**config.mk**
```make
export PLATFORM = sky130hd
export DESIGN_NAME = crossing_gen_flat
export DESIGN_NICKNAME = d
export VERILOG_FILES = /design/src/rtl/crossing_gen_pkg.sv /design/src/rtl/crossing_gen_if.sv /design/src/rtl/crossing_gen_timer.sv /design/src/rtl/crossing_gen.sv /design/src/flat_wrapper.sv
export SDC_FILE = /design/constraint.sdc
export NUM_CORES = 1
export LEC_CHECK = 0
export BUFFER_PORTS_ARGS = -buffer_cell sky130_fd_sc_hd__buf_2
export CORE_UTILIZATION = 59
export CTS_BUF_LIST = sky130_fd_sc_hd__clkbuf_4
export DETAILED_ROUTE_END_ITERATION = 6
export PLACE_DENSITY = 0.9
export SETUP_SLACK_MARGIN = 0.15
export SLEW_MARGIN = 20
export SYNTH_ARGS = -nofsm -noshare
export SYNTH_HDL_FRONTEND = slang
export SYNTH_SLANG_ARGS = --single-unit
export TNS_END_PERCENT = 30
```
**constraint.sdc**
```tcl
create_clock -name clk -period 2.9 [get_ports clk]
set_input_delay 0 -clock clk [delete_from_list [all_inputs] [get_ports clk]]
set_output_delay 0 -clock clk [all_outputs]
set_load 0.05 [all_outputs]
```
**src/rtl/crossing_gen_pkg.sv**
```systemverilog
// Shared types and helpers for crossing_gen: FSM state encoding, level helpers, config clamp.
// CROSSING_GEN_NUL_EN adds the Nul_St burst-tail state.
package crossing_gen_pkg;

    typedef enum int unsigned {
        IDLE    = 32'd0,
        LOW_ST  = 32'd1,
        HIGH_ST = 32'd2
`ifdef CROSSING_GEN_NUL_EN
        ,
        NUL_ST  = 32'd3
`endif
    } state_t;

    typedef struct packed {
        logic [31:0] period;
        logic [31:0] duty;
    } cfg_t;

    function automatic longint hi_lvl(input int limit, input int amp);
        return longint'(limit) + longint'(amp);
    endfunction

    function automatic longint lo_lvl(input int limit, input int amp);
        return longint'(limit) - longint'(amp);
    endfunction

    // A level must fit 32-bit signed and must never look like the all-zero idle sample.
    function automatic logic lvl_ok(input longint v);
        return (v >= -64'sd2147483648) && (v <= 64'sd2147483647) && (v != 64'sd0);
    endfunction

    function automatic cfg_t clamp_cfg(input logic [31:0] period, input logic [31:0] duty);
        cfg_t c;
        c.period = (period < 32'd2) ? 32'd2 : period;
        c.duty   = (duty == 32'd0) ? 32'd1 : duty;
        if (c.duty >= c.period) begin
            c.duty = c.period - 32'd1;
        end else begin
            c.duty = c.duty;
        end
        return c;
    endfunction

endpackage

```
**src/rtl/crossing_gen_if.sv**
```systemverilog
// Configuration and sample-stream bundle of crossing_gen.
interface crossing_gen_if #(parameter int W_N_MAX = 8);
    logic                enable;
    logic                cfg_valid;
    logic                cfg_ready;
    logic [W_N_MAX-1:0]  cfg_period;
    logic [W_N_MAX-1:0]  cfg_duty;
    logic [7:0]          cfg_bursts;
    logic                stop;
    logic signed [31:0]  signal_out;
    logic                out_valid;
    logic                edge_o;
    logic [1:0]          ph_cnt;
    logic                busy;
    logic                done;

    modport master (
        output enable, cfg_valid, cfg_period, cfg_duty, cfg_bursts, stop,
        input  cfg_ready, signal_out, out_valid, edge_o, ph_cnt, busy, done
    );

    modport slave (
        input  enable, cfg_valid, cfg_period, cfg_duty, cfg_bursts, stop,
        output cfg_ready, signal_out, out_valid, edge_o, ph_cnt, busy, done
    );
endinterface

```
**src/rtl/crossing_gen_timer.sv**
```systemverilog
// Loadable down-counter timing the low, high and null phases; zero marks the last cycle of a phase.
module crossing_gen_timer #(
    parameter int W_N_MAX = 8
) (
    input  logic               clk,
    input  logic               reset,
    input  logic               i_load,
    input  logic [W_N_MAX-1:0] i_load_val,
    input  logic               i_en,
    output logic               o_zero
);
    logic [W_N_MAX-1:0] r_cnt;

    // Phase counter: load wins over decrement, saturates at zero.
    always_ff @(posedge clk or posedge reset) begin
        if (reset) begin
            r_cnt <= {W_N_MAX{1'b0}};
        end else if (i_load) begin
            r_cnt <= i_load_val;
        end else if (i_en && (r_cnt != {W_N_MAX{1'b0}})) begin
            r_cnt <= r_cnt - W_N_MAX'(1);
        end
    end

    assign o_zero = (r_cnt == {W_N_MAX{1'b0}});
endmodule

```
**src/rtl/crossing_gen.sv**
```systemverilog
// Threshold-crossing stimulus generator: bursts of low/high periods around LIMIT.
// Define CROSSING_GEN_NUL_EN to end each burst with two zero samples (Nul_St).
module crossing_gen
    import crossing_gen_pkg::*;
#(
    parameter int LIMIT   = -5,
    parameter int W_N_MAX = 8,
    parameter int AMP     = 1000
) (
    input  logic clk,
    input  logic reset,
    crossing_gen_if.slave bus
);
    localparam longint HI_L = hi_lvl(LIMIT, AMP);
    localparam longint LO_L = lo_lvl(LIMIT, AMP);
    localparam logic signed [31:0] HI = 32'(HI_L);
    localparam logic signed [31:0] LO = 32'(LO_L);
    localparam logic [W_N_MAX-1:0] ONE_W = W_N_MAX'(1);

    generate
        if (!lvl_ok(HI_L) || !lvl_ok(LO_L)) begin : g_bad_level
            $error("crossing_gen: LIMIT+/-AMP overflows 32-bit signed or equals zero");
        end
    endgenerate

    state_t              r_state, w_state_nxt;
    logic [W_N_MAX-1:0]  r_duty, r_high, w_duty_c, w_high_c, w_ld_val;
    logic [7:0]          r_bursts, r_pcnt, w_pcnt_nxt;
    logic signed [31:0]  r_sig, w_sig_nxt;
    logic                r_valid, w_valid_nxt, r_edge, w_edge_nxt, r_done, w_done_nxt;
    logic [1:0]          r_ph, w_ph_nxt;
    logic                w_ld, w_tmr_en, w_zero, w_latch, w_end;
    cfg_t                w_cfg;
    logic                w_unused_duty;

    crossing_gen_timer #(.W_N_MAX(W_N_MAX)) u_timer (
        .clk        (clk),
        .reset      (reset),
        .i_load     (w_ld),
        .i_load_val (w_ld_val),
        .i_en       (w_tmr_en),
        .o_zero     (w_zero)
    );

    assign w_cfg         = clamp_cfg(32'(bus.cfg_period), 32'(bus.cfg_duty));
    assign w_duty_c      = w_cfg.duty[W_N_MAX-1:0];
    assign w_high_c      = W_N_MAX'(w_cfg.period - w_cfg.duty);
    assign w_unused_duty = ^w_cfg.duty[31:W_N_MAX];
    assign w_end         = ((r_bursts != 8'd0) && ((r_pcnt + 8'd1) == r_bursts)) || bus.stop;

    // Next-state and next-output decode; outputs are computed for the state being entered.
    always_comb begin
        w_state_nxt = r_state;
        w_sig_nxt   = r_sig;
        w_valid_nxt = r_valid;
        w_edge_nxt  = 1'b0;
        w_done_nxt  = 1'b0;
        w_ph_nxt    = r_ph;
        w_pcnt_nxt  = r_pcnt;
        w_ld        = 1'b0;
        w_ld_val    = r_duty - ONE_W;
        w_tmr_en    = 1'b0;
        w_latch     = 1'b0;
        case (r_state)
            IDLE: begin
                w_sig_nxt   = 32'sd0;
                w_valid_nxt = 1'b0;
                if (bus.cfg_valid) begin
                    w_latch     = 1'b1;
                    w_state_nxt = LOW_ST;
                    w_pcnt_nxt  = 8'd0;
                    w_ld        = 1'b1;
                    w_ld_val    = w_duty_c - ONE_W;
                    w_sig_nxt   = LO;
                    w_valid_nxt = 1'b1;
                end else begin
                    w_state_nxt = IDLE;
                end
            end
            LOW_ST: begin
                if (bus.enable && w_zero) begin
                    w_state_nxt = HIGH_ST;
                    w_ld        = 1'b1;
                    w_ld_val    = r_high - ONE_W;
                    w_sig_nxt   = HI;
                    w_edge_nxt  = 1'b1;
                end else begin
                    w_tmr_en = bus.enable;
                end
            end
            HIGH_ST: begin
                if (bus.enable && w_zero) begin
                    w_ph_nxt   = r_ph + 2'd1;
                    w_pcnt_nxt = r_pcnt + 8'd1;
                    if (w_end) begin
`ifdef CROSSING_GEN_NUL_EN
                        w_state_nxt = NUL_ST;
                        w_ld        = 1'b1;
                        w_ld_val    = ONE_W;
                        w_sig_nxt   = 32'sd0;
                        w_valid_nxt = 1'b1;
`else
                        w_state_nxt = IDLE;
                        w_sig_nxt   = 32'sd0;
                        w_valid_nxt = 1'b0;
                        w_done_nxt  = 1'b1;
`endif
                    end else begin
                        w_state_nxt = LOW_ST;
                        w_ld        = 1'b1;
                        w_sig_nxt   = LO;
                    end
                end else begin
                    w_tmr_en = bus.enable;
                end
            end
`ifdef CROSSING_GEN_NUL_EN
            NUL_ST: begin
                if (bus.enable && w_zero) begin
                    w_state_nxt = IDLE;
                    w_valid_nxt = 1'b0;
                    w_done_nxt  = 1'b1;
                end else begin
                    w_tmr_en = bus.enable;
                end
            end
`endif
            default: begin
                w_state_nxt = IDLE;
                w_sig_nxt   = 32'sd0;
                w_valid_nxt = 1'b0;
            end
        endcase
    end

    // State, latched configuration and registered outputs.
    always_ff @(posedge clk or posedge reset) begin
        if (reset) begin
            r_state  <= IDLE;
            r_sig    <= 32'sd0;
            r_valid  <= 1'b0;
            r_edge   <= 1'b0;
            r_done   <= 1'b0;
            r_ph     <= 2'd0;
            r_pcnt   <= 8'd0;
            r_duty   <= ONE_W;
            r_high   <= ONE_W;
            r_bursts <= 8'd0;
        end else begin
            r_state <= w_state_nxt;
            r_sig   <= w_sig_nxt;
            r_valid <= w_valid_nxt;
            r_edge  <= w_edge_nxt;
            r_done  <= w_done_nxt;
            r_ph    <= w_ph_nxt;
            r_pcnt  <= w_pcnt_nxt;
            if (w_latch) begin
                r_duty   <= w_duty_c;
                r_high   <= w_high_c;
                r_bursts <= bus.cfg_bursts;
            end
        end
    end

    assign bus.signal_out = r_sig;
    assign bus.out_valid  = r_valid;
    assign bus.edge_o     = r_edge;
    assign bus.done       = r_done;
    assign bus.ph_cnt     = r_ph;
    assign bus.cfg_ready  = (r_state == IDLE);
    assign bus.busy       = (r_state != IDLE);
endmodule

```
**src/flat_wrapper.sv**
```systemverilog
// flat-port wrapper written by rule: the top's interface ports become plain ports
module crossing_gen_flat import crossing_gen_pkg::*;
#(
    parameter int LIMIT   = -5,
    parameter int W_N_MAX = 8,
    parameter int AMP     = 1000
)
  (clk, reset, bus_enable, bus_cfg_valid, bus_cfg_period, bus_cfg_duty, bus_cfg_bursts, bus_stop, bus_cfg_ready, bus_signal_out, bus_out_valid, bus_edge_o, bus_ph_cnt, bus_busy, bus_done);
  crossing_gen_if #(.W_N_MAX(W_N_MAX)) bus_i ();
  input  logic clk;
  input  logic reset;
  input wire logic [$bits(bus_i.enable)-1:0] bus_enable;
  input wire logic [$bits(bus_i.cfg_valid)-1:0] bus_cfg_valid;
  input wire logic [$bits(bus_i.cfg_period)-1:0] bus_cfg_period;
  input wire logic [$bits(bus_i.cfg_duty)-1:0] bus_cfg_duty;
  input wire logic [$bits(bus_i.cfg_bursts)-1:0] bus_cfg_bursts;
  input wire logic [$bits(bus_i.stop)-1:0] bus_stop;
  output wire logic [$bits(bus_i.cfg_ready)-1:0] bus_cfg_ready;
  output wire logic [$bits(bus_i.signal_out)-1:0] bus_signal_out;
  output wire logic [$bits(bus_i.out_valid)-1:0] bus_out_valid;
  output wire logic [$bits(bus_i.edge_o)-1:0] bus_edge_o;
  output wire logic [$bits(bus_i.ph_cnt)-1:0] bus_ph_cnt;
  output wire logic [$bits(bus_i.busy)-1:0] bus_busy;
  output wire logic [$bits(bus_i.done)-1:0] bus_done;
  assign bus_i.enable = bus_enable;
  assign bus_i.cfg_valid = bus_cfg_valid;
  assign bus_i.cfg_period = bus_cfg_period;
  assign bus_i.cfg_duty = bus_cfg_duty;
  assign bus_i.cfg_bursts = bus_cfg_bursts;
  assign bus_i.stop = bus_stop;
  assign bus_cfg_ready = bus_i.cfg_ready;
  assign bus_signal_out = bus_i.signal_out;
  assign bus_out_valid = bus_i.out_valid;
  assign bus_edge_o = bus_i.edge_o;
  assign bus_ph_cnt = bus_i.ph_cnt;
  assign bus_busy = bus_i.busy;
  assign bus_done = bus_i.done;
  crossing_gen #(.LIMIT(LIMIT), .W_N_MAX(W_N_MAX), .AMP(AMP)) u_core (.clk(clk), .reset(reset), .bus(bus_i));
endmodule
```
# After elaboration in Yosys (flattened, before gate mapping)
# Index checks and enable logic that the tools add are counted.
[op_classes]
n_addsub = 8
magnitude_cmp = 2
eq_ne = 7
mux = 36
bitwise = 1
n_reduce_logical = 17
[op_table]
columns = ["cell", "n"]
rows = [
  ["$mux 32", 6],
  ["$pmux 32 s3", 2],
  ["$mux 8", 9],
  ["$sub 8x1->8 const B", 5],
  ["$eq 32x1->1 const B", 1],
  ["$eq 32x2->1 const B", 1],
  ["$ge 32x32->1", 1],
  ["$logic_not 32->1", 1],
  ["$pmux 8 s2", 2],
  ["$reduce_bool 32->1", 1],
  ["$logic_not 8->1", 2],
  ["$reduce_bool 8->1", 2],
  ["$mux 1", 15],
  ["$add 8x1->8 const B", 1],
  ["$eq 8x8->1", 1],
  ["$lt 8x2->1 const B", 1],
  ["$sub 8x8->8", 1],
  ["$ne 2x1->1 const B", 3],
  ["$pmux 1 s3", 2],
  ["$reduce_and 3->1", 2],
  ["$reduce_and 2->1", 2],
  ["$reduce_bool 2->1", 2],
  ["$logic_and 1x1->1", 3],
  ["$add 2x1->2 const B", 1],
  ["other kinds (4)", 4],
]
[totals]
regBits = 109
inputBits = 29
out_inout_bits = 39
word_cells = 82

# Depth between registers and ports, before layout
# Gate-level depths: netlist of the first run.
[depth]
depth_word = 8
depth_mapped = 21
depth_no_buf = 20

# By module
# Synthesis of the first run repeated with hierarchy kept, for this count alone.
[unflattened]
hier_cells = 531
hier_area_um2 = 4231.6
[by_module_without_submodules]
columns = ["mod", "n_inst", "cells_each", "area_each_um2", "seq_area_each_um2"]
rows = [
  ["crossing_gen", 1, 478, 3736.1, 1003.5],
  ["crossing_gen_timer", 1, 53, 495.5, 200.2],
]

# Worst setup path after synthesis of the first run
# No wires, ideal clock.
[synth_timing]
path_kind = "input to register"
from = "in bus_cfg_period[7]"
to = "reg u_core.r_high[6]"
setup_time_ns = 0.083
arrival_ns = 3.589
required_time_ns = 2.817
path_slack_ns = -0.771
stages = 19
n_path_buf = 0
cell_sequence = "nor4_4 > nand2_1 > o21ai_2 > inv_1 > ha_1 > and3_1 > o21ai_1 > a21o_1 > nand2_4 > o21ai_0 > inv_1 > ha_1 > fa_1 > a21oi_1 > a32oi_1 > a21boi_0 > o211ai_1 > xor2_1 > o21ai_0"
[synth_rtl]
columns = ["element", "line", "text"]
rows = [
  ["start: declaration", "flat_wrapper.sv:14", "input wire logic [$bits(bus_i.cfg_period)-1:0] bus_cfg_period;"],
  ["end signal: assignment", "crossing_gen.sv:159", "r_high <= w_high_c;"],
  ["end: declaration", "crossing_gen.sv:27", "logic [W_N_MAX-1:0] r_duty, r_high, w_duty_c, w_high_c, w_ld_val;"],
]

==> out/results.txt, run 1 <==
Fmax -> 334.8 MHz
Nets -> 650
Cell Rows -> 30
ANT cells -> 0
Largest net degree at the start of global routing -> 49
DRC violations left -> 1
Routability Congestion -> 1.036
Number of synthesized flops with an enable pin -> 0
Core area -> 0.006907 mm²
Horiz. Die Dim -> 87.41 µm
Hold Path Class -> in2reg
Critical setup path kind -> in2reg
Max_cap viols -> 0
Clk root buf -> clkbuf_4
Clock buffer depth -> 2
Port Buffer Count -> 65
Mapped Cells -> 507
Number of antenna violations at the first check in global routing -> 0
Clock latency on the worst-skew pair -> 0.38 ns
Top cell type's share of synthesized area -> 26.74%
Final min period -> 2.987 ns
CTS sink cnt -> 48
Slew Viols, Final -> 0
Netlist cell types -> 79
# setup viols final -> 2
Slew headroom -> 44.29%
Die ar. -> 0.007641 mm²
First-pass GRT wire length -> 18.18 mm
Synthesized flop and latch total -> 48
CTS tree -> yes
Initial Utilization -> 62.32%
Routed Wire Length -> 12.42 mm
Drt pass-1 iters -> 7
GR Overflow Total -> 0
Vias per inst -> 6.108
Drt wl/cell -> 17.92 µm
Crit-path max FO -> 6
CP Cell Sequence -> buf_2 -> nor3_1 -> a21o_1 -> inv_1 -> ha_4 -> and3_4 -> o21ai_2 -> a21o_1 -> nand2_4 -> o21ai_4 -> inv_2 -> ha_4 -> fa_2 -> buf_4 -> inv_1 -> a32oi_1 -> a21boi_2 -> o211ai_1 -> xor2_1 -> o21ai_1
Vias in the first global route -> 3927
WP buf/inv -> 5
Synthesized area -> 0.004304 mm²
Worst Path Required -> 3.20 ns
Routed vias -> 4233
Pleak -> 2.504 nW
Setup crit start kind -> input port
Layout cell share with drive strength beyond 1 -> 35.34%
GRT Total Usage -> 30.55%
Placed instance area -> 0.004812 mm²
Syn. warnings -> 0
VDD IR-drop max -> 0.0003178 V
Pin slew with the least headroom to its limit -> 0.8347 ns
Final hold violations -> 0
Slowest stage delay, CP -> 0.37 ns
Clock slew at reported path FFs -> 0.16 ns
Final worst setup slack -> -0.08730 ns
Critical-path top delay cell -> fa_2
Commonest register cell after synthesis -> dfrtp_1
Power per cell area -> 782.9 mW/mm²
Detailed placement HPWL -> 8.234 mm
Post-synthesis sequential area ratio -> 27.97%
WHS -> 0.1445 ns
Delay-heaviest family, CP -> compound AO/OA/AOI/OAI gates
Most area-consuming cells after synthesis -> dfrtp_1 27%, ha_1 7.0%, nand2_1 6.7%
Setup Skew -> 0.01791 ns
Post-route cell area -> 0.005344 mm²
Synth-to-Final Area Change -> 24.16%
Syn_area_per_cell -> 8.489 µm²
1st-iter DRT viols -> 440
Synth cell count leaders -> 77 x nand2_1, 46 x dfrtp_1, 37 x o21ai_0, 32 x buf_4, 29 x xnor2_1
Count leader, synth -> nand2_1
Async set-or-reset flop fraction in the synthesized netlist -> 100.0%
Die height -> 87.41 µm
Fin crit share -> 103.0%
Post-route antenna net violation count -> 0
H-tree levels -> 2
Worst EP arrival -> 3.28 ns
Outcome -> complete, but fails checks
Area leader, netlist -> dfrtp_1
Failing checks -> design-rule violations, negative setup slack
Num CTS Buffers -> 5
Critical path capture point type -> flip-flop
Number of top-level pins -> 68
RSZ-0062 raised after global routing -> yes
path summary, 6_finish.rpt:
check	depth (start not counted)	start	slack, ns	end
worst max-delay path	20	bus_cfg_duty[6]	-0.09	u_core.r_high[6]
worst min-delay path	5	bus_cfg_duty[7]	0.14	u_core.r_duty[7]
worst max register to register	11	u_core.r_pcnt[1]	0.19	u_core.u_timer.r_cnt[1]
worst min register to register	1	u_core.bus.ph_cnt[1]	0.48	u_core.bus.ph_cnt[1]
max in group asynchronous	3	reset	2.05	u_core.bus.signal_out[30]
min in group asynchronous	3	reset	0.31	u_core.r_bursts[5]
flip-flops by register name, indices dropped and copies added, names as in the netlist:
signal,cells
u_core.bus.done,1
u_core.bus.edge_o,1
u_core.bus.out_valid,1
u_core.bus.ph_cnt,2
u_core.bus.signal_out,3
u_core.r_bursts,8
u_core.r_duty,8
u_core.r_high,8
u_core.r_pcnt,8
u_core.u_timer.r_cnt,8
where the power goes:
part,internal [W],leakage [nW],switching [W]
clock,0.000184,0.0454,0.000230
combinational,0.000904,1.85,0.00167
sequential,0.000908,0.604,0.000286
layout make-up:
class                      count  area (µm²)
multi-input combinational    370        2850
tap                           96       120.1
fill                         464        1563
clock buffer                   5       37.54
clock inverter                 3       47.55
inverter                      28       106.4
timing repair buffer         143       977.2
sequential                    48        1205
repair_timing:
action                                  CTS  global route
gates resized for setup                  15            33
hold buffers                             11             0
hold endpoints to repair                 56             0
pin swaps                                15            30
buffers inserted                          5             7
endpoints found under the setup margin   12            14
cells in the final DEF, fill, tap and decap left out, types with 5 or more instances in the layout:
cell type	netlist	routed
nand2_1	77	76
buf_2	7	63
buf_4	32	61
dfrtp_1	46	45
o21ai_0	37	32
xnor2_1	29	26
inv_1	28	25
nor2_1	20	20
ha_1	24	17
xor2_1	17	16
a21oi_1	15	12
nor3_1	12	11
dlygate4sd3_1	0	11
mux2i_1	10	10
o21ai_1	6	9
nand3_1	9	9
a21o_1	7	7
ha_4	0	7
buf_6	4	7
nor4_1	6	5
or3_1	5	5
o31ai_1	5	5
nand4_1	5	5
o221ai_1	5	5
clkbuf_4	0	5
routing by layer:
layer  track usage (%)  share of wire [%]
met1             37.15                 37
met2             53.41                 50
met3             4.171                7.8
met4             14.16                5.1
met5                 0                  0
metrics by stage:
| stage | worst slack (ns) | power, W | setup TNS (ns) | cells | utilization, % |
|---|---|---|---|---|---|
| final | -0.08730 | 0.004184 | -0.09573 | 693 | 77.37 |
| after global routing | -0.2684 | 0.004439 | -0.8115 | 693 | 77.37 |
| after CTS | 0.007235 | 0.004048 | 0 | 686 | 73.82 |
| after detailed placement | -0.5126 | 0.003608 | -3.391 | 662 | 69.67 |
| after global placement | -0.3582 | 0.003488 | -1.946 | 662 | 69.67 |
| after floorplan | -0.3841 | 0.003232 | -1.171 | 508 | - |
cell families after synthesis:
kind of cell             count (synthesis)  synth area share (%)
other                                    1               0.08713
buffers and inverters                   90                 11.54
flip-flops                              48                 27.97
AO/OA/AOI/OAI                          116                 19.42
multiplexers                            15                 4.041
XOR/XNOR                                47                 9.738
adder cells (fa/ha/maj)                 26                 7.674
AND/OR/NAND/NOR                        164                 19.54
worst register-to-register path, delay by kind of cell (launching register included):
| kind | cells | cell delay [ns] |
|---|---|---|
| compound gates | 6 | 1.15 |
| xor+xnor | 2 | 0.37 |
| fa+ha+maj | 1 | 0.22 |
| buf+inv | 2 | 0.41 |
| flops | 1 | 0.48 |
No activity file was read; power rests on OpenSTA's default activity.
==> inputs of run 2 (changes only) <==
--- a/config.mk
+++ b/config.mk
@@ -5,6 +5,7 @@
 export SDC_FILE = /design/constraint.sdc
 export NUM_CORES = 1
 export LEC_CHECK = 0
+export ABC_AREA = 1
 export BUFFER_PORTS_ARGS = -buffer_cell sky130_fd_sc_hd__buf_2
 export CORE_UTILIZATION = 59
 export CTS_BUF_LIST = sky130_fd_sc_hd__clkbuf_4
==> run 2 against run 1 <==
Effect of this change: the flow now finishes without violations; global-route usage shrank 2.8 points; sequential share of layout area increased by 3.5 points; register-to-register slack better by 0.12 ns; final area is 14% lower; worst hold slack lost 0.14 ns; clock power is 1% lower; worst setup slack gained 0.40 ns; combinational power decreased by 7%; largest cell class unchanged; highest routed layer unchanged.
==> out/results.txt, run 2 <==
Count leader, synth -> nand2_1 (unchanged)
Post-route antenna net violation count -> 0 (unchanged)
Critical setup path kind -> reg2reg (was in2reg)
Drt wl/cell -> 13.23 µm (was 17.92 µm)
Met3 WL -> 578 µm (was 971 µm)
First-pass GRT wire length -> 16.58 mm (was 18.18 mm)
Hold Path Class -> in2reg (unchanged)
WL met1 -> 3.980 mm (was 4.570 mm)
Largest net degree at the start of global routing -> 49 (unchanged)
Flop pwr share -> 29.5% (was 28.6%)
1st-iter DRT viols -> 301 (was 440)
Placed Cells -> 733 (was 662)
CTS tree -> yes (unchanged)
Netlist cell types -> 48 (was 79)
Number of antenna violations at the first check in global routing -> 0 (unchanged)
Outcome -> finished clean (was complete, but fails checks)
Commonest non-fill, non-tap cell in the layout -> nand2_1 (unchanged)
Final hold violations -> 0 (unchanged)
Clock Power Share -> 10.3% (was 9.9%)
Detailed placement HPWL -> 7.445 mm (was 8.234 mm)
Final min period -> 2.591 ns (was 2.987 ns)
Most area-consuming cells after synthesis -> dfrtp_1 28%, nand2_1 16%, ha_1 7.2% (was dfrtp_1 27%, ha_1 7.0%, nand2_1 6.7%)
Simple-Gate Fraction of Synth Area -> 33.12% (was 19.53%)
Syn. warnings -> 0 (unchanged)
Cell Rows -> 30 (unchanged)
Critical-path top delay cell -> dlygate4sd3_1 (was fa_2)
Largest family of logic cells by synthesized area -> simple AND/OR/NAND/NOR gates (unchanged)
Die ar. -> 0.007428 mm² (was 0.007641 mm²)
Pint -> 0.001831 W (was 0.001997 W)
Multi-input logic area -> 0.002394 mm² (was 0.002850 mm²)
Sw Share -> 54.07% (was 52.27%)
Fin crit share -> 89.35% (was 103.0%)
Commonest register cell after synthesis -> dfrtp_1 (unchanged)
Nets -> 709 (was 650)
H-tree levels -> 2 (unchanged)
Multiplexer share of the synthesized area -> 0% (was 4.041%)
RSZ-0062 raised after global routing -> yes (unchanged)
Synth-to-Final Area Change -> 10.50% (was 24.16%)
VDD IR-drop max -> 0.0002474 V (was 0.0003178 V)
CP Cell Sequence -> ha_1 -> xnor2_1 -> nand2_1 -> nor2_1 -> nand4_1 -> nor2_1 -> nand3_1 -> nand2_1 -> inv_1 -> nor3_1 -> dlygate4sd3_1 (was buf_2 -> nor3_1 -> a21o_1 -> inv_1 -> ha_4 -> and3_4 -> o21ai_2 -> a21o_1 -> nand2_4 -> o21ai_4 -> inv_2 -> ha_4 -> fa_2 -> buf_4 -> inv_1 -> a32oi_1 -> a21boi_2 -> o211ai_1 -> xor2_1 -> o21ai_1)
Vias in the first global route -> 3926 (was 3927)
Power per cell area -> 862.5 mW/mm² (was 782.9 mW/mm²)
GR Overflow Total -> 0 (unchanged)
Number of synthesized flops with an enable pin -> 0 (unchanged)
Syn_area_per_cell -> 6.877 µm² (was 8.489 µm²)
Horiz. Die Dim -> 86.19 µm (was 87.41 µm)
Die height -> 86.19 µm (was 87.41 µm)
Area leader, netlist -> dfrtp_1 (unchanged)
Sw Pwr -> 0.002155 W (was 0.002187 W)
Uppermost layer routed -> met4 (unchanged)
Synthesized area -> 0.004182 mm² (was 0.004304 mm²)
Slew headroom -> 44.88% (was 44.29%)
Placed instance area -> 0.004409 mm² (was 0.004812 mm²)
Crit-path max FO -> 9 (was 6)
Top cell type's share of synthesized area -> 27.53% (was 26.74%)
Post-synthesis sequential area ratio -> 28.79% (was 27.97%)
Pleak -> 2.491 nW (was 2.504 nW)
Clock latency on the worst-skew pair -> 0.38 ns (about the same)
Max_cap viols -> 0 (unchanged)
Routed vias -> 4116 (was 4233)
ANT cells -> 0 (unchanged)
Complex-gate fraction of the synthesized area -> 10.29% (was 19.42%)
DRC violations left -> 0 (was 1)
Final Non-Filler Cells -> 752 (was 693)
Most frequent cells in the layout -> 174 x nand2_1, 72 x inv_1, 65 x buf_2, 46 x dfrtp_1, 43 x nand3_1 (was 76 x nand2_1, 63 x buf_2, 61 x buf_4, 45 x dfrtp_1, 32 x o21ai_0)
Vias per inst -> 5.473 (was 6.108)
Routability Congestion -> 0.8919 (was 1.036)
Post-route cell area -> 0.004621 mm² (was 0.005344 mm²)
Number of top-level pins -> 68 (unchanged)
Clock slew at reported path FFs -> 0.14 ns (was 0.16 ns)
FILL cells -> 547 (was 464)
Port Buffer Count -> 65 (unchanged)
Mapped Cells -> 608 (was 507)
WP buf/inv -> 2 (was 5)
Pin slew with the least headroom to its limit -> 0.8258 ns (was 0.8347 ns)
Sequential cell area -> 0.001204 mm² (was 0.001205 mm²)
Async set-or-reset flop fraction in the synthesized netlist -> 100.0% (unchanged)
Fin util -> 67.64% (was 77.37%)
Drt pass-1 iters -> 7 (unchanged)
Adder-cell share of the synthesized area -> 7.660% (was 7.674%)
# setup viols final -> 0 (was 2)
Initial Utilization -> 61.21% (was 62.32%)
Synthesized flop and latch total -> 48 (unchanged)
Num CTS Buffers -> 5 (unchanged)
Delay-heaviest family, CP -> simple AND/OR/NAND/NOR gates (was compound AO/OA/AOI/OAI gates)
CTS sink cnt -> 48 (unchanged)
Fmax -> 385.9 MHz (was 334.8 MHz)
Layout cell share with drive strength beyond 1 -> 19.05% (was 35.34%)
Slew Viols, Final -> 0 (unchanged)
Synth cell count leaders -> 177 x nand2_1, 73 x inv_1, 46 x dfrtp_1, 43 x nand3_1, 42 x nor2_1 (was 77 x nand2_1, 46 x dfrtp_1, 37 x o21ai_0, 32 x buf_4, 29 x xnor2_1)
Worst Path Required -> 3.22 ns (was 3.20 ns)
DR WL met2 -> 5.113 mm (was 6.248 mm)
Post-CTS Setup Bufs -> 0 (was 5)
Clk root buf -> clkbuf_4 (unchanged)
Clock buffer depth -> 2 (unchanged)
Routed Wire Length -> 9.951 mm (was 12.42 mm)
GRT Total Usage -> 27.78% (was 30.55%)
Setup crit start kind -> flip-flop (was input port)
Core area -> 0.006832 mm² (was 0.006907 mm²)
Setup Skew -> 0.01216 ns (was 0.01791 ns)
Comb pwr share -> 60.2% (was 61.5%)
Post-synthesis xor/xnor area fraction -> 5.446% (was 9.738%)
Slowest stage delay, CP -> 0.58 ns (was 0.37 ns)
Worst EP arrival -> 2.91 ns (was 3.28 ns)
Critical path capture point type -> flip-flop (unchanged)
run 2: cell count changes after synthesis, sizes merged, moves of 6 or more:
| cell | change |
|---|---|
| nand2 | +108 |
| inv | +49 |
| nand3 | +34 |
| nor2 | +26 |
| xnor2 | -17 |
| mux2i | -12 |
| buf | -10 |
| o21ai | -8 |
| a21o | -7 |
| nor4 | -7 |
| nand3b | +6 |
run 2: layer usage:
layer,up-vias,global-route usage (%)
met4,0,14.70
li1,2014,-
met3,28,3.238
met5,-,0
met1,1887,32.22
met2,187,50.22
run 2: kinds of logic (layout without fill, tap and decap cells):
| kind of cell | Yosys count | count (layout) |
|---|---|---|
| and+or+nand+nor | 309 | 309 |
| adders and majority gates | 25 | 25 |
| AOI/OAI and AO/OA | 72 | 72 |
| xor gates and xnor gates | 26 | 26 |
| DFF | 48 | 48 |
| other | 1 | 2 |
| buffers and inverters | 127 | 174 |
run 2: metrics by stage:
stage	TNS, ns	total power [W]	setup slack (ns)	hold slack (ns)
finish	0	0.003985	0.3088	0.0003948
detailed placement	-0.2010	0.003520	-0.07331	0.2012
global placement	0	0.003440	0.04364	0.1925
global route	0	0.004270	0.07876	0.009899
floorplan	0	0.003190	0.2632	0.1096
CTS	0	0.003941	0.3222	0.003363
run 2: worst paths after layout:
kind                                             end  slack, ns  cells past startpoint                 start
worst max-delay path                 u_core.bus.done       0.31                     11      u_core.r_pcnt[0]
worst min-delay path               u_core.bus.edge_o     0.0004                      3            bus_enable
worst max register to register       u_core.bus.done       0.31                     11      u_core.r_pcnt[0]
worst min register to register  u_core.bus.ph_cnt[1]       0.47                      1  u_core.bus.ph_cnt[1]
max in group asynchronous           u_core.r_duty[4]       2.10                      3                 reset
min in group asynchronous       u_core.bus.ph_cnt[0]       0.30                      3                 reset
run 2: tightest hold or removal path, cell delays in order:
cell and delay [ns]:
buf_2 0.12, nand4_2 0.15, nor2_4 0.07
run 2: area by class of cell:
type / instances / area share, %
Timing Repair Buffer: 88 / 11.37
Multi-Input combinational cell: 434 / 51.80
Clock inverter: 3 / 0.9207
Sequential cell: 48 / 26.05
Tap cell: 96 / 2.600
Clock buffer: 5 / 0.8123
Inverter: 78 / 6.445
run 2: power by group through the flow:
stage	sequential (W)	combinational (W)	clock [W]
after floorplan	0.00118	0.00201	0
after global placement	0.00116	0.00228	0
after detailed placement	0.00117	0.00235	0
after CTS	0.00116	0.00237	0.000408
after global routing	0.00120	0.00263	0.000440
final	0.00118	0.00240	0.000409
run 2: what timing repair did:
item | CTS | global route
hold endpoints to repair | 55 | 0
setup endpoints to repair | 0 | 7
hold buffers | 11 | 0
resized for setup | 0 | 6
==> inputs of run 3 (changes only) <==
--- a/config.mk
+++ b/config.mk
@@ -10,7 +10,7 @@
 export CORE_UTILIZATION = 59
 export CTS_BUF_LIST = sky130_fd_sc_hd__clkbuf_4
 export DETAILED_ROUTE_END_ITERATION = 6
-export PLACE_DENSITY = 0.9
+export PLACE_DENSITY = 0.83
 export SETUP_SLACK_MARGIN = 0.15
 export SLEW_MARGIN = 20
 export SYNTH_ARGS = -nofsm -noshare
==> run 3 against run 2 <==
Effect of this change: clock skew up 0.00067 ns; clock power down 21%; non-clock buffer count up 1; worst setup slack better by 0.066 ns; sequential share of layout area up 0.16 points; die area unchanged; register-to-register slack better by 0.14 ns; routed wire length down 2.4%; cell count up 0.13%; first-iteration DRC count down 21%; critical path depth up 14; largest power group unchanged; highest routed layer unchanged.
==> out/results.txt, run 3 (synthesis gave the netlist of run 2 again) <==
Setup TNS -> 0 ns (unchanged)
RSZ-0062 raised after global routing -> yes (unchanged)
H-tree levels -> 2 (unchanged)
Post-CTS Setup Bufs -> 0 (unchanged)
Setup Skew -> 0.01283 ns (was 0.01216 ns)
Slew headroom -> 43.94% (was 44.88%)
Sw Share -> 55.02% (was 54.07%)
Post-route antenna net violation count -> 0 (unchanged)
Post-route cell area -> 0.004592 mm² (was 0.004621 mm²)
Routed vias -> 4044 (was 4116)
Slowest stage delay, CP -> 0.40 ns (was 0.58 ns)
Pleak -> 2.475 nW (was 2.491 nW)
Clock latency on the worst-skew pair -> 0.38 ns (about the same)
Fin util -> 67.22% (was 67.64%)
DR WL met2 -> 4.666 mm (was 5.113 mm)
Fin crit share -> 87.08% (was 89.35%)
Clock Power Share -> 8.4% (was 10.3%)
Routability Congestion -> 0.8850 (was 0.8919)
Pint -> 0.001735 W (was 0.001831 W)
Num CTS Buffers -> 5 (unchanged)
Number of top-level pins -> 68 (unchanged)
Number of antenna violations at the first check in global routing -> 0 (unchanged)
Max_cap viols -> 0 (unchanged)
# setup viols final -> 0 (unchanged)
Worst EP arrival -> 2.82 ns (was 2.91 ns)
Hold Path Class -> in2reg (unchanged)
Outcome -> finished clean (unchanged)
HP Start -> bus_cfg_period[2] (was bus_enable)
First-pass GRT wire length -> 16.13 mm (was 16.58 mm)
Clk root buf -> clkbuf_4 (unchanged)
Pin slew with the least headroom to its limit -> 0.8399 ns (was 0.8258 ns)
1st-iter DRT viols -> 237 (was 301)
Die ar. -> 0.007428 mm² (unchanged)
Vias in the first global route -> 3676 (was 3926)
Die height -> 86.19 µm (unchanged)
Cell Rows -> 30 (unchanged)
Commonest non-fill, non-tap cell in the layout -> nand2_1 (unchanged)
WL met1 -> 4.438 mm (was 3.980 mm)
CP Launch Point -> bus_cfg_period[4] (was u_core.r_pcnt[0])
Initial Utilization -> 61.21% (unchanged)
VDD IR-drop max -> 0.0002431 V (was 0.0002474 V)
Fmax -> 396.0 MHz (was 385.9 MHz)
Core area -> 0.006832 mm² (unchanged)
Nets -> 710 (was 709)
Power per cell area -> 840.2 mW/mm² (was 862.5 mW/mm²)
Synth-to-Final Area Change -> 9.814% (was 10.50%)
Horiz. Die Dim -> 86.19 µm (unchanged)
Uppermost layer routed -> met4 (unchanged)
Flop pwr share -> 30.1% (was 29.5%)
Detailed placement HPWL -> 7.458 mm (was 7.445 mm)
Met3 WL -> 441 µm (was 578 µm)
Final hold violations -> 0 (unchanged)
Final min period -> 2.525 ns (was 2.591 ns)
Clock slew at reported path FFs -> 0.16 ns (was 0.14 ns)
GR Overflow Total -> 0 (unchanged)
Routed Wire Length -> 9.708 mm (was 9.951 mm)
Comb pwr share -> 61.4% (was 60.2%)
Critical setup path kind -> in2reg (was reg2reg)
Vias per inst -> 5.371 (was 5.473)
DRC violations left -> 0 (unchanged)
Sw Pwr -> 0.002123 W (was 0.002155 W)
CTS sink cnt -> 48 (unchanged)
Placed instance area -> 0.004409 mm² (unchanged)
Largest net degree at the start of global routing -> 49 (unchanged)
CTS tree -> yes (unchanged)
ANT cells -> 0 (unchanged)
CP dominant cell by count -> nand2_1
Worst R2R Start -> u_core.r_pcnt[0] (unchanged)
GRT Total Usage -> 27.07% (was 27.78%)
Pwr Total -> 0.003858 W (was 0.003985 W)
Worst Path Required -> 3.19 ns (was 3.22 ns)
Setup crit start kind -> input port (was flip-flop)
Clock buffer depth -> 2 (unchanged)
Drt pass-1 iters -> 4 (was 7)
Layout cell share with drive strength beyond 1 -> 18.26% (was 19.05%)
Slew Viols, Final -> 0 (unchanged)
Crit-path max FO -> 7 (was 9)
Critical path capture point type -> flip-flop (unchanged)
Most frequent cells in the layout -> 177 x nand2_1, 72 x inv_1, 65 x buf_2, 46 x dfrtp_1, 43 x nand3_1 (was 174 x nand2_1, 72 x inv_1, 65 x buf_2, 46 x dfrtp_1, 43 x nand3_1)
Port Buffer Count -> 65 (unchanged)
Drt wl/cell -> 12.89 µm (was 13.23 µm)
Critical-path top delay cell -> fa_1 (was dlygate4sd3_1)
[run 3: power groups by stage]
stage / clock network [W] / logic (W) / registers, W
after floorplan: 0 / 0.00201 / 0.00118
after global placement: 0 / 0.00228 / 0.00116
after detailed placement: 0 / 0.00234 / 0.00117
after CTS: 0.000328 / 0.00236 / 0.00116
after global routing: 0.000359 / 0.00261 / 0.00120
final: 0.000325 / 0.00237 / 0.00116
[run 3: cell type report]
cell class | instances | area [µm²]
multi-input cells | 434 | 2379
fillers | 632 | 2240
flip-flops and latches | 48 | 1204
repair buffers | 89 | 535.5
inverters | 78 | 297.8
well taps | 96 | 120.1
clock buffers | 5 | 37.54
clock inverters | 3 | 18.77
[run 3: stage by stage]
step / cells / hold WS [ns] / worst slack [ns]
floorplan: 609 / 0.1096 / 0.2632
global placement: 733 / 0.1940 / 0.06286
detailed placement: 733 / 0.1999 / -0.06094
CTS: 753 / 0.05767 / 0.3541
global route: 753 / 0.07836 / 0.1168
finish: 753 / 0.07197 / 0.3746
[run 3: worst paths after layout]
path                                             end  slack [ns]  cells past startpoint
min in group asynchronous           u_core.r_pcnt[5]        0.29                      3
max in group asynchronous           u_core.r_duty[3]        2.10                      3
worst max register to register       u_core.bus.done        0.45                     11
worst min register to register  u_core.bus.ph_cnt[1]        0.48                      1
worst min-delay path                u_core.r_high[2]        0.07                      4
worst max-delay path                u_core.r_high[6]        0.37                     25
[run 3: metal layers]
| layer | global-route usage, % | vias up |
|---|---|---|
| met4 | 8.333 | 0 |
| met3 | 3.143 | 15 |
| met2 | 47.84 | 141 |
| met1 | 34.69 | 1879 |
| li1 | - | 2009 |
| met5 | 0 | - |
[run 3: timing repair]
action                                 CTS  global route
hold buffers                            12             0
setup endpoints to repair                0             6
endpoints found under the hold margin   56             0
gates resized for setup                  0             1
[run 3: critical path, delay by kind of cell]
| family | cells | cell delay (ns) |
|---|---|---|
| and+or+nand+nor | 16 | 1.32 |
| adders and majority gates | 3 | 0.91 |
| buffers and inverters | 6 | 0.59 |
